File: src/rtl/adiabatic_pkg.sv
// ==========================================================================
// Module  : adiabatic_pkg
// Brief   : Shared phase encoding and ramp-level function for the power clocks
// Revision: 1.0
// ==========================================================================
`default_nettype none

package adiabatic_pkg;

  typedef enum logic [1:0] {
    PH_RAMP_UP   = 2'd0,
    PH_HOLD      = 2'd1,
    PH_RAMP_DOWN = 2'd2,
    PH_WAIT      = 2'd3
  } pclk_phase_t;

  function automatic int unsigned pclk_level_f(input pclk_phase_t phase,
                                               input int unsigned cnt,
                                               input int unsigned p);
    case (phase)
      PH_RAMP_UP:   return cnt + 1;
      PH_HOLD:      return p;
      PH_RAMP_DOWN: return p - 1 - cnt;
      default:      return 0;
    endcase
  endfunction

endpackage

`default_nettype wire

File: src/rtl/pclk_stage_level.sv
// ==========================================================================
// Module  : pclk_stage_level
// Brief   : Combinational phase, ramp-level and full-swing decode for one stage
// Revision: 1.0
// ==========================================================================
`default_nettype none

module pclk_stage_level
  import adiabatic_pkg::*;
#(
  parameter int unsigned STAGE        = 0,
  parameter int unsigned PHASE_CYCLES = 4,
  parameter int unsigned LW           = 3,
  parameter int unsigned CW           = 2
) (
  input  logic [1:0]    ph,
  input  logic [CW-1:0] cnt,
  input  logic          act,
  output logic [LW-1:0] level,
  output logic          clkpos
);

  pclk_phase_t phase;

  // Each stage lags the master phase by its index, modulo the 4-phase cycle.
  always_comb begin
    phase  = pclk_phase_t'(ph - 2'(STAGE % 4));
    level  = act ? LW'(pclk_level_f(phase, 32'(cnt), PHASE_CYCLES)) : '0;
    clkpos = (level == LW'(PHASE_CYCLES));
  end

endmodule

`default_nettype wire

File: src/rtl/adiabatic_pclk_gen.sv
// ==========================================================================
// Module  : adiabatic_pclk_gen
// Brief   : Four-phase power-clock sequencer with rippling per-stage activation
// Revision: 1.0
// ==========================================================================
`default_nettype none

module adiabatic_pclk_gen
  import adiabatic_pkg::*;
#(
  parameter int unsigned NUM_STAGES   = 4,
  parameter int unsigned PHASE_CYCLES = 4,
  localparam int unsigned LW          = $clog2(PHASE_CYCLES + 1)
) (
  input  logic                       clk,
  input  logic                       rst,
  input  logic                       en,
  output logic [NUM_STAGES*LW-1:0]   pclk_level,
  output logic [NUM_STAGES-1:0]      clkpos,
  output logic [NUM_STAGES-1:0]      clkneg,
  output logic                       running,
  output logic                       eval_done
);

  localparam int unsigned    CW       = $clog2(PHASE_CYCLES);
  localparam logic [CW-1:0]  CNT_LAST = CW'(PHASE_CYCLES - 1);

  logic [CW-1:0]         cnt, cnt_nxt;
  logic [1:0]            ph, ph_nxt;
  logic [NUM_STAGES-1:0] act, act_nxt;
  logic                  boundary;
  logic                  park_point;
  logic                  advance;
  pclk_phase_t           last_phase;

  always_comb begin
    boundary   = (cnt == CNT_LAST);
    park_point = (ph == 2'd3) && boundary;
    // Idle with nothing to finish: hold at the stage-0 start point.
    advance    = en | (|act) | ~park_point;

    cnt_nxt = cnt;
    ph_nxt  = ph;
    act_nxt = act;
    if (advance) begin
      if (boundary) begin
        cnt_nxt = '0;
        ph_nxt  = ph + 2'd1;
        // A stage may only change activity as it is about to enter RAMP_UP.
        if (ph_nxt == 2'd0) act_nxt[0] = en;
        for (int k = 1; k < int'(NUM_STAGES); k++) begin
          if (ph_nxt == 2'(k % 4)) act_nxt[k] = act[k-1];
        end
      end else begin
        cnt_nxt = cnt + CW'(1);
      end
    end
  end

  always_ff @(posedge clk) begin
    if (rst) begin
      cnt <= CNT_LAST;
      ph  <= 2'd3;
      act <= '0;
    end else begin
      cnt <= cnt_nxt;
      ph  <= ph_nxt;
      act <= act_nxt;
    end
  end

  for (genvar i = 0; i < int'(NUM_STAGES); i++) begin : g_stage
    pclk_stage_level #(
      .STAGE        (i),
      .PHASE_CYCLES (PHASE_CYCLES),
      .LW           (LW),
      .CW           (CW)
    ) u_stage (
      .ph     (ph),
      .cnt    (cnt),
      .act    (act[i]),
      .level  (pclk_level[i*LW +: LW]),
      .clkpos (clkpos[i])
    );
  end

  always_comb begin
    last_phase = pclk_phase_t'(ph - 2'((NUM_STAGES - 1) % 4));
    clkneg     = ~clkpos;
    running    = |act;
    eval_done  = act[NUM_STAGES-1] && (last_phase == PH_HOLD) && (cnt == '0);
  end

endmodule

`default_nettype wire

File: config.mk
export PLATFORM = sky130hd
export DESIGN_NAME = adiabatic_pclk_gen
export DESIGN_NICKNAME = d
export VERILOG_FILES = /design/src/rtl/adiabatic_pkg.sv /design/src/rtl/pclk_stage_level.sv /design/src/rtl/adiabatic_pclk_gen.sv
export SDC_FILE = /design/constraint.sdc
export NUM_CORES = 1
export LEC_CHECK = 0
export CAP_MARGIN = 20
export CORE_MARGIN = 2
export CORE_UTILIZATION = 45
export DETAILED_ROUTE_END_ITERATION = 12
export GPL_TIMING_DRIVEN = 1
export HOLD_SLACK_MARGIN = 0.08
export PLACE_DENSITY = 0.78
export REMOVE_ABC_BUFFERS = 1
export SYNTH_ARGS = -nofsm -noshare
export SYNTH_HDL_FRONTEND = slang
export SYNTH_SLANG_ARGS = --single-unit
File: constraint.sdc
create_clock -name clk -period 4.45 [get_ports clk]
set_input_delay 0.89 -clock clk [delete_from_list [all_inputs] [get_ports clk]]
set_output_delay 0.89 -clock clk [all_outputs]
set_load 0.05 [all_outputs]
==> impl_metrics.csv <==
group,metric,value,unit
final_layout,layout-drive-gt1-share,0.04032,
clock_tree,cts_htree_levels,1,
flow_run,cap_violations,0,
floorplanning,die_x,45.32,microns
floorplanning,fp.coreArea,1559,sq um
floorplanning,core.rowCount,14,
min_path,min_to,"act[2]",
sta,clock-skew-final,0.001985,ns
run_status,outcome,"finished clean",
floorplanning,top_level_ports,25,
detailed_routing,drtAntennaViolNets,0,
logic_synthesis,synth_edf_count,0,
final_layout,final_common_cell,"clkdlybuf4s50_1",
logic_synthesis,seq_area_frac_synth,0.2085,
clock_tree,post_cts_resized,0,
sta,hold_viol_final,0,
grt,overflow,0,
sta,max_freq,0.2761,GHz
detailed_routing,drc,0,
final_layout,fin_cells,140,
worst_setup_path,cp-end-kind,"output pin",
worst_setup_path,r2r_start,"cnt[1]",
logic_synthesis,synth_area,768.2,sq um
floorplanning,start_util,0.4928,
worst_setup_path,start_kind,"flop",
clock_tree,cts_root_buf,"clkbuf_4",
placed_design,io_buffers,24,
final_layout,fin_util,0.6477,
detailed_routing,dr.pass1.iters,4,
grt,antenna_found_initial,0,
min_path,hp-start,"act[2]",
placed_design,dp_cells,137,
placed_design,hpwl,1357,microns
grt,grt_max_degree,18,
clock_tree,cts_tree,"done",
sta,rsz0062_at_grt,"no",
sta,worst_pin_slew,0.5127,ns
logic_synthesis,netlist.top_cell.by_area,"dfxtp_1",
logic_synthesis,yosys.cell_types.count,27,
detailed_routing,via_per_inst,5.350,
sta,fin_setup_tns,0,ns
worst_setup_path,reg2reg_depth,4,
final_layout,n_antenna_cell,0,
detailed_routing,postRouteWirelength,1739,microns
worst_setup_path,crit_fanout,17,
logic_synthesis,synth_flop_cell,"dfxtp_1",
worst_setup_path,path_class,"reg2out",
worst_setup_path,reg2reg_to,"cnt[1]",
logic_synthesis,ys_ff_latch,8,
logic_synthesis,syn_inst,104,
detailed_routing,vias,749,
final_layout,final_cell_mix,"24 x clkdlybuf4s50_1, 12 x nand2_1, 10 x ha_1",
sta,final_max_slew_viol_count,0,
clock_tree,hold_buffers,0,
worst_setup_path,arrival,2.73,ns
logic_synthesis,yosysTopAreaCellShare,0.2085,
logic_synthesis,ys_top_cells_by_area,"dfxtp_1 21%, ha_1 16%, a21oi_1 5.9%, nand2_1 5.9%, nand2b_1 5.7%",
clock_tree,clkTransAtPathRegs,0.05,ns
clock_tree,clockBufferDepth,2,
sta,period_share,0.8139,
detailed_routing,drt_iter0_drc,8,
worst_setup_path,crit_required,3.56,ns
floorplanning,die_h,45.32,microns
min_path,worstHoldPathType,"reg2reg",
grt,grt_use_total,0.1965,
logic_synthesis,avgSynthCellArea,7.387,sq um
floorplanning,die_area,2054,sq um
sta,period_needed,3.622,ns
sta,relSlewSlack,0.6582,
logic_synthesis,synth_warnings,0,
worst_setup_path,ff2ff_setup_slack,2.58,ns
detailed_routing,wl_per_cell,12.42,microns
power_and_ir_drop,peakVddDrop,279.8,uV
clock_tree,cts_setup_buffers,0,
logic_synthesis,synthArstFlopShare,0,
final_layout,fin_nets,139,
grt,grt_first_pass_wirelength,2891,microns
power_and_ir_drop,powerDensity,426.9,nW/um^2
sta,whs,0.5355,ns
clock_tree,cts_sinks,8,
final_layout,synthToLayoutAreaGrowth,31.43,%
clock_tree,clock_latency,0.26,ns
min_path,min_path_cells,2,
power_and_ir_drop,p_leak,0.4526,nW
clock_tree,cts_buffers,3,
placed_design,gp_congestion,0.8368,
grt,grt_pass1_vias,663,
sta,setup_viol,0,
## power by group
group	total (mW)	switching [mW]	internal [mW]	leakage, nW
Sequential	0.133	0.0437	0.0897	0.0658
Combinational	0.242	0.142	0.0998	0.373
Clock	0.0560	0.0251	0.0309	0.0138
Total	0.431	0.211	0.220	0.453
## through the flow
step,instance area [sq um],power [mW],setup WS (ns)
after global routing,1010,0.4689,0.6140
after floorplan,726.9,0.3058,1.048
after global placement,987.2,0.3633,1.166
final,1010,0.4310,0.8282
after detailed placement,987.2,0.3716,1.109
after CTS,1010,0.4288,0.8376
## synth_stat cells (2+ instances only)
cell and n:
dfxtp_1 8, nor2_1 7, nor3_1 4, inv_1 7, mux2i_1 2, buf_4 4
nand2_1 12, nand2b_1 7, or3_1 3, a211o_1 2, a21oi_1 9, and3_1 5
nor2b_1 2, buf_1 2, ha_1 10, o21ai_0 3, and2_1 3, and3b_1 2
nand3_1 4
## worst max-delay path: stages (launching register included)
cell,delay [ns]
dfxtp_1,0.61
inv_1,0.20
ha_1,0.28
and3b_1,0.16
o21ai_0,0.28
or3_1,0.16
clkdlybuf4s50_1,0.79
## kinds of logic after synthesis
logic type | Yosys count | synth area share
adders and majority gates | 10 | 0.1629
muxes | 2 | 0.02606
AOI/OAI and AO/OA | 17 | 0.1384
and+or+nand+nor | 53 | 0.3762
buffers and inverters | 14 | 0.08795
DFF | 8 | 0.2085
## layout make-up
| type | count | area, sq um |
|---|---|---|
| Clock buffer | 3 | 22.52 |
| Fill cell | 134 | 549.3 |
| Inverter | 7 | 26.28 |
| Multi-Input combinational cell | 82 | 540.5 |
| Sequential cell | 8 | 160.2 |
| Tap cell | 16 | 20.02 |
| Timing Repair Buffer | 24 | 240.2 |
## metal layers
metal,track usage,part of all wire,vias up
li1,-,-,392
met1,0.2506,0.48,340
met2,0.3086,0.48,15
met3,0.04800,0.032,2
met4,0.09412,0.0046,0
met5,0,0,-
## how the worst max path moves through the flow
stage	from	to	slack [ns]	cells after the start
after detailed placement	ph[0]	clkneg[2]	1.11	6
after CTS	ph[0]	clkneg[2]	0.84	6
after global routing	ph[0]	clkneg[0]	0.61	6
after floorplan	ph[0]	clkpos[0]	1.05	5
final	ph[0]	clkneg[2]	0.83	6
after global placement	ph[0]	clkneg[2]	1.17	6
## state kept, by name, summed over array words and instances, names as in the netlist
register / flops
act: 4
cnt: 2
ph: 2
Note: power is estimated with default switching activity, not from simulation.
